<file path="config.mk">
export PLATFORM = sky130hd
export DESIGN_NAME = scancode_sequencer
export DESIGN_NICKNAME = d
export VERILOG_FILES = /design/src/rtl/scancode_sequencer.sv
export SDC_FILE = /design/constraint.sdc
export NUM_CORES = 1
export LEC_CHECK = 0
export ABC_AREA = 1
export CAP_MARGIN = 20
export CORE_MARGIN = 5
export CORE_UTILIZATION = 40
export DETAILED_ROUTE_END_ITERATION = 12
export PLACE_DENSITY = 0.63
export SLEW_MARGIN = 20
export SYNTH_ARGS = -nofsm -noshare
export SYNTH_HDL_FRONTEND = slang
export SYNTH_SLANG_ARGS = --single-unit
</file>
<file path="constraint.sdc">
create_clock -name clk -period 1.9 [get_ports clk]
set_input_delay 0.285 -clock clk [delete_from_list [all_inputs] [get_ports clk]]
set_output_delay 0.285 -clock clk [all_outputs]
set_load 0.03 [all_outputs]
</file>
<file path="src/rtl/scancode_sequencer.sv">
// scancode_sequencer: frame tracker, watchdog, E0/F0 prefix decoder and event FIFO
// for the PS/2 serial-to-parallel scan-code converter.
//
// state      | meaning
// -----------+--------------------------------------------------
// ST_IDLE    | no prefix seen, next plain code is a make event
// ST_EXT     | E0 seen, next plain code is an extended make
// ST_BRK     | F0 seen, next plain code is a break
// ST_EXT_BRK | E0 then F0 seen, next plain code is an extended break
module scancode_sequencer #(
    parameter int TIMEOUT_CYCLES = 20000,
    parameter int DEPTH          = 4
) (
    input  logic       clk,
    input  logic       rst,
    input  logic       edge_found,
    input  logic       valid_scan_code,
    input  logic [7:0] scan_code_in,
    output logic       conv_clear,
    output logic       event_valid,
    input  logic       event_ready,
    output logic [7:0] event_code,
    output logic       event_break,
    output logic       event_ext,
    output logic       err_parity,
    output logic       err_timeout,
    output logic       overflow,
    input  logic       status_clr
);
    localparam int AW = $clog2(DEPTH);
    localparam int TW = $clog2(TIMEOUT_CYCLES + 1);
    localparam logic [TW-1:0] TIMER_LAST = TW'(TIMEOUT_CYCLES - 1);
    localparam logic [TW-1:0] TIMER_ONE  = TW'(1);
    localparam logic [AW:0]   PTR_ONE    = (AW + 1)'(1);

    typedef enum logic [1:0] {
        ST_IDLE,
        ST_EXT,
        ST_BRK,
        ST_EXT_BRK
    } state_t;

    logic [3:0]    ecnt_q, ecnt_d;
    logic [TW-1:0] timer_q, timer_d;
    state_t        state_q, state_d;
    logic          conv_clear_q, conv_clear_d;
    logic          err_parity_q, err_parity_d;
    logic          err_timeout_q, err_timeout_d;
    logic          overflow_q, overflow_d;
    logic [AW:0]   wr_ptr_q, wr_ptr_d;
    logic [AW:0]   rd_ptr_q, rd_ptr_d;
    logic [9:0]    mem_q [DEPTH];
    logic [9:0]    mem_d [DEPTH];

    logic          mid_frame;
    logic          expire;
    logic          push;
    logic [9:0]    push_data;
    logic          fifo_full;
    logic          pop;
    logic          do_write;
    logic [9:0]    head;

    // ecnt 1..10 is the only window in which the converter can stall
    assign mid_frame   = (ecnt_q != 4'd0) && (ecnt_q <= 4'd10);
    assign expire      = mid_frame && (timer_q == TIMER_LAST);
    assign fifo_full   = (wr_ptr_q[AW-1:0] == rd_ptr_q[AW-1:0]) && (wr_ptr_q[AW] != rd_ptr_q[AW]);
    assign event_valid = (wr_ptr_q != rd_ptr_q);
    assign pop         = event_valid && event_ready;
    // a full FIFO still accepts a push when the head leaves in the same cycle
    assign do_write    = push && (!fifo_full || pop);
    assign head        = mem_q[rd_ptr_q[AW-1:0]];

    assign event_code  = head[9:2];
    assign event_break = head[1];
    assign event_ext   = head[0];
    assign conv_clear  = conv_clear_q;
    assign err_parity  = err_parity_q;
    assign err_timeout = err_timeout_q;
    assign overflow    = overflow_q;

    // Frame tracking, watchdog and prefix decoding: next-state logic
    always_comb begin
        ecnt_d        = ecnt_q;
        timer_d       = '0;
        state_d       = state_q;
        conv_clear_d  = 1'b0;
        err_parity_d  = 1'b0;
        err_timeout_d = 1'b0;
        push          = 1'b0;
        push_data     = '0;
        if (expire) begin
            // an edge landing in the expiry cycle is dropped along with the frame
            ecnt_d        = 4'd0;
            conv_clear_d  = 1'b1;
            err_timeout_d = 1'b1;
            state_d       = ST_IDLE;
        end else if (ecnt_q == 4'd11) begin
            ecnt_d = 4'd0;
            if (!valid_scan_code) begin
                err_parity_d = 1'b1;
                state_d      = ST_IDLE;
            end else if (scan_code_in == 8'hE0) begin
                if (state_q == ST_IDLE) state_d = ST_EXT;
            end else if (scan_code_in == 8'hF0) begin
                if (state_q == ST_IDLE)     state_d = ST_BRK;
                else if (state_q == ST_EXT) state_d = ST_EXT_BRK;
            end else begin
                push      = 1'b1;
                push_data = {scan_code_in,
                             (state_q == ST_BRK) || (state_q == ST_EXT_BRK),
                             (state_q == ST_EXT) || (state_q == ST_EXT_BRK)};
                state_d   = ST_IDLE;
            end
        end else begin
            if (edge_found) ecnt_d = ecnt_q + 4'd1;
            if (mid_frame && !edge_found) timer_d = timer_q + TIMER_ONE;
        end
    end

    // Event FIFO and sticky overflow: next-state logic
    always_comb begin
        mem_d    = mem_q;
        wr_ptr_d = wr_ptr_q;
        rd_ptr_d = rd_ptr_q;
        if (do_write) begin
            mem_d[wr_ptr_q[AW-1:0]] = push_data;
            wr_ptr_d                = wr_ptr_q + PTR_ONE;
        end
        if (pop) rd_ptr_d = rd_ptr_q + PTR_ONE;
        overflow_d = overflow_q;
        if (push && !do_write) overflow_d = 1'b1;
        else if (status_clr)   overflow_d = 1'b0;
    end

    // State registers with synchronous reset
    always_ff @(posedge clk) begin
        if (rst) begin
            ecnt_q        <= '0;
            timer_q       <= '0;
            state_q       <= ST_IDLE;
            conv_clear_q  <= 1'b0;
            err_parity_q  <= 1'b0;
            err_timeout_q <= 1'b0;
            overflow_q    <= 1'b0;
            wr_ptr_q      <= '0;
            rd_ptr_q      <= '0;
            mem_q         <= '{default: '0};
        end else begin
            ecnt_q        <= ecnt_d;
            timer_q       <= timer_d;
            state_q       <= state_d;
            conv_clear_q  <= conv_clear_d;
            err_parity_q  <= err_parity_d;
            err_timeout_q <= err_timeout_d;
            overflow_q    <= overflow_d;
            wr_ptr_q      <= wr_ptr_d;
            rd_ptr_q      <= rd_ptr_d;
            mem_q         <= mem_d;
        end
    end

endmodule

</file>
==> results.txt <==
- Averaged over all synthesized cells, the footprint is 6.60 sq um.
- Dividing total power by cell area gives a power density of 683 mW/mm^2.
- CTS Hold Bufs: 0
- Element type at the critical path start: flip-flop
* Post-Synth Simple-Gate Area: 0.371
- Standard cell core area: 0.00920 sq mm
- Once detail routing completed, the nets flagged for antenna violations numbered 0.
* Most instantiated library cell after synthesis: sky130_fd_sc_hd__nand2_1
- After detailed routing, the average wire length per cell comes to 11.8 um.
- Aggregate routed wire length: 8740 um
- Of the total power, combinational logic draws 0.121.
- Complex-gate fraction of the synthesized area: 0.0868
- Fin crit share: 0.945
* Post-synthesis mux area share: 0
- Critical path's largest stage delay: 0.37 ns
- The clock reaches the later pin of the worst-skew pair after 0.35 ns.
- The floorplan step defined a die boundary enclosing 0.0114 sq mm.
- Of the cells placed in the final design, the portion with a size suffix greater than 1 is 0.160.
* Total instance count after detailed placement: 715
* Transition at the pin with the smallest max-transition slack: 0.449 ns
* Data arrival time at the worst-slack endpoint: 2.09 ns
- Post-synthesis cell type count: 28
- During synthesis, Yosys emitted a total of 0 warnings.
* Maximum clock insertion buffer count: 2
- Async set-reset flop share out of synthesis: 0
- Peak Freq: 0.557 GHz
* List of most frequent post-synthesis cells: sky130_fd_sc_hd__nand2_1 (140), sky130_fd_sc_hd__nor2_1 (105), sky130_fd_sc_hd__inv_1 (81)
- Measured against its own limit, the worst slew margin works out to 0.701.
* Total CTS buffers: 9
- Entering global routing, the biggest net connects 34 pins.
- The worst hold path belongs to the class reg -> reg.
- STA classifies the critical path endpoint as a flip-flop.
- The first global-routing pass estimated 15000 um of wire.
- The critical path is of the reg -> reg type.
* Worst vdd ir: 0.320 mV
- Summed over all instances, the cell type with the most area after synthesis is sky130_fd_sc_hd__dfxtp_1.
- Antenna Cells: 0
- The run finished with clean final reports.
- The routed layout has 3478 vias.
- For this design the static power due to leakage is 2.17 nW.
* Worst-case setup margin in the final layout: 0.104 ns
- Of the total power, the share spent switching nets is 0.260.
* Maximum Capacitance Violations: 0
- Clock-pin slew on the worst setup and hold paths: 0.08 ns
- Setup Skew: 0.0121 ns
- During placement, the flow inserted port buffers numbering 28.
* Detailed Place HPWL: 6030 um
- Data required time of the critical path: 2.19 ns
- Count of TritonRoute iterations in the first routing pass: 4
- The count of final max-slew check failures is 0.
- Of the total power, the clock network draws 0.415.
* Proportion of synthesized chip area in sequential cells: 0.374
- Standard-cell rows: 35
- The die is 107 um tall.
- The number of antenna violations at the first check in global routing is 0.
- Using the TritonRoute via totals, the vias-per-cell ratio works out to 4.69.
- Subtracting the final worst setup slack from the clock period gives 1.80 ns.
- The critical path contains buffers and inverters numbering 5 combined.
- Post-route non-filler standard cell count: 741
- Across all hold checks on the routed design, the worst slack comes to 0.448 ns.
- H-tree levels: 3
- Cell seen most often among critical-path stages: sky130_fd_sc_hd__nand2_1
* Xor/xnor cell area share of the yosys netlist: 0.0234
- The number of global-route vias before repair came to 3308.
* Clock tree root driver cell: sky130_fd_sc_hd__clkbuf_8
- Total global routing overflow: 0
- Of the total synthesized cell area, the portion taken by full adders, half adders and majority gates is 0.0301.
- Cell family contributing the most delay on the critical path: simple AND/OR/NAND/NOR gates
- In the synthesized netlist the dominant register cell turns out to be sky130_fd_sc_hd__dfxtp_1.
- Horizontal die dimension: 107 um
* Total standard cell area after synthesis: 0.00375 sq mm
- In the synthesized netlist, the number of instances is 568.
- Dominant cells by area after synthesis: sky130_fd_sc_hd__dfxtp_1 (37%), sky130_fd_sc_hd__nand2_1 (14%), sky130_fd_sc_hd__nor2_1 (11%)
* Number of setup violations in the final report: 0
- Timing analysis after detailed placement gives a worst setup slack of -0.239 ns.
- Portion of synthesized cell area occupied by the leading cell type: 0.374
- Mapped Nets: 591
- Walking the worst path, the cells encountered are inv_1 > ha_1 > inv_1 > nand2_1 > nand2_2 > nand2_2 > buf_4 > nand3_4 > nand4_1 > buf_4 > buf_12 > nand2_1 > nand2_1 > nor2_1.
- The area growth from synthesis to layout is 25.2%.
* Number of hold violations in the final report: 0
* Sequential share of power: 0.464
- Main combinational cell family by area after synthesis: simple AND/OR/NAND/NOR gates
* Slowest cell on crit path: sky130_fd_sc_hd__dfxtp_4
- Flops & latches, synth: 70
* Number of clock sinks: 70
* All-Layer GR Usage: 0.161
- Clock tree from TritonCTS: built
- For this run, design rule violations remaining after detail routing come to 0.
- The initial utilization of the core area, before any placement, comes to 0.407.
- Layout Nets: 648
- Setup total negative slack on the finished layout was measured at 0 ns.
- The first routing iteration left 136 violations.
- Number of I/O pins: 29
* Crit path max fanout: 10
- Final weighted congestion of routability-driven global placement: 0.832
- In this run the power spent charging and discharging nets is 0.832 mW.
* EDFF count, synth: 0
* Internal power contribution: 2.37 mW
timing repair:
action,4_1_cts,5_1_grt
endpoints found under the setup margin,13,62
resized for setup,2,19
pin swaps,1,4
setup buffers,1,8
cloned,0,1
cells by family after synthesis:
kind of cell               after synthesis
DFF                                     70
and+or+nand+nor                        309
adders and majority gates                9
xor gates and xnor gates                10
buffers and inverters                  105
AOI/OAI and AO/OA                       65
power groups by stage:
stage / logic (mW) / registers [mW] / clock network, mW
after global placement: 0.379 / 1.52 / 0
final: 0.388 / 1.49 / 1.33
after detailed placement: 0.381 / 1.52 / 0
after global routing: 0.427 / 1.49 / 1.45
after floorplan: 0.207 / 1.52 / 0
after CTS: 0.379 / 1.48 / 1.37
state kept, by name, indices dropped and copies added, names as in the netlist, 2 cells and up:
signal and cells:
mem_q 40, timer_q 15, ecnt_q 4, rd_ptr_q 3, wr_ptr_q 3, state_q 2
cell type report:
cell class                      count  area, sq um
Clock buffer                       11          131
Clock inverter                      5         83.8
Tap cell                          111          139
Sequential cell                    70         1410
Fill cell                         904         4510
Inverter                           84          315
Multi-Input combinational cell    393         1950
Timing Repair Buffer               67          661
cell usage in the layout (no fill, tap or decap), drive strengths merged:
cell | synthesis | final
a21oi | 50 | 50
buf | 14 | 48
bufinv | 0 | 2
clkbuf | 7 | 13
clkdlybuf4s50 | 0 | 17
clkinv | 0 | 1
clkinvlp | 0 | 2
dfxtp | 70 | 70
ha | 9 | 9
inv | 84 | 84
nand2 | 148 | 148
nand3 | 20 | 20
nand4 | 14 | 14
nor2 | 115 | 115
nor3 | 7 | 7
nor3b | 4 | 4
o21ai | 15 | 15
or2 | 1 | 1
xnor2 | 1 | 1
xor2 | 9 | 9
path summary, 6_finish.rpt:
kind / from / to / slack [ns] / cells past startpoint
max: ecnt_q[0] / mem_q[25] / 0.10 / 14
min: timer_q[0] / timer_q[0] / 0.45 / 1
max reg2reg: ecnt_q[0] / mem_q[25] / 0.10 / 14
min reg2reg: timer_q[0] / timer_q[0] / 0.45 / 1
routing by layer:
layer / track usage / routed length [um] / up-vias
li1: - / - / 1852
met1: 0.200 / 4110 / 1552
met2: 0.264 / 4060 / 65
met3: 0.0530 / 446 / 9
met4: 0.0493 / 125 / 0
met5: 0 / 0 / -
stage by stage:
stage                     instance area, sq um   util  power (mW)
after floorplan                           3750      -        1.72
final                                     4690  0.510        3.21
after global routing                      4690  0.510        3.36
after detailed placement                  4280  0.466        1.90
after CTS                                 4520  0.491        3.24
after global placement                    4280  0.466        1.90
No activity file was read; power rests on OpenSTA's default activity.
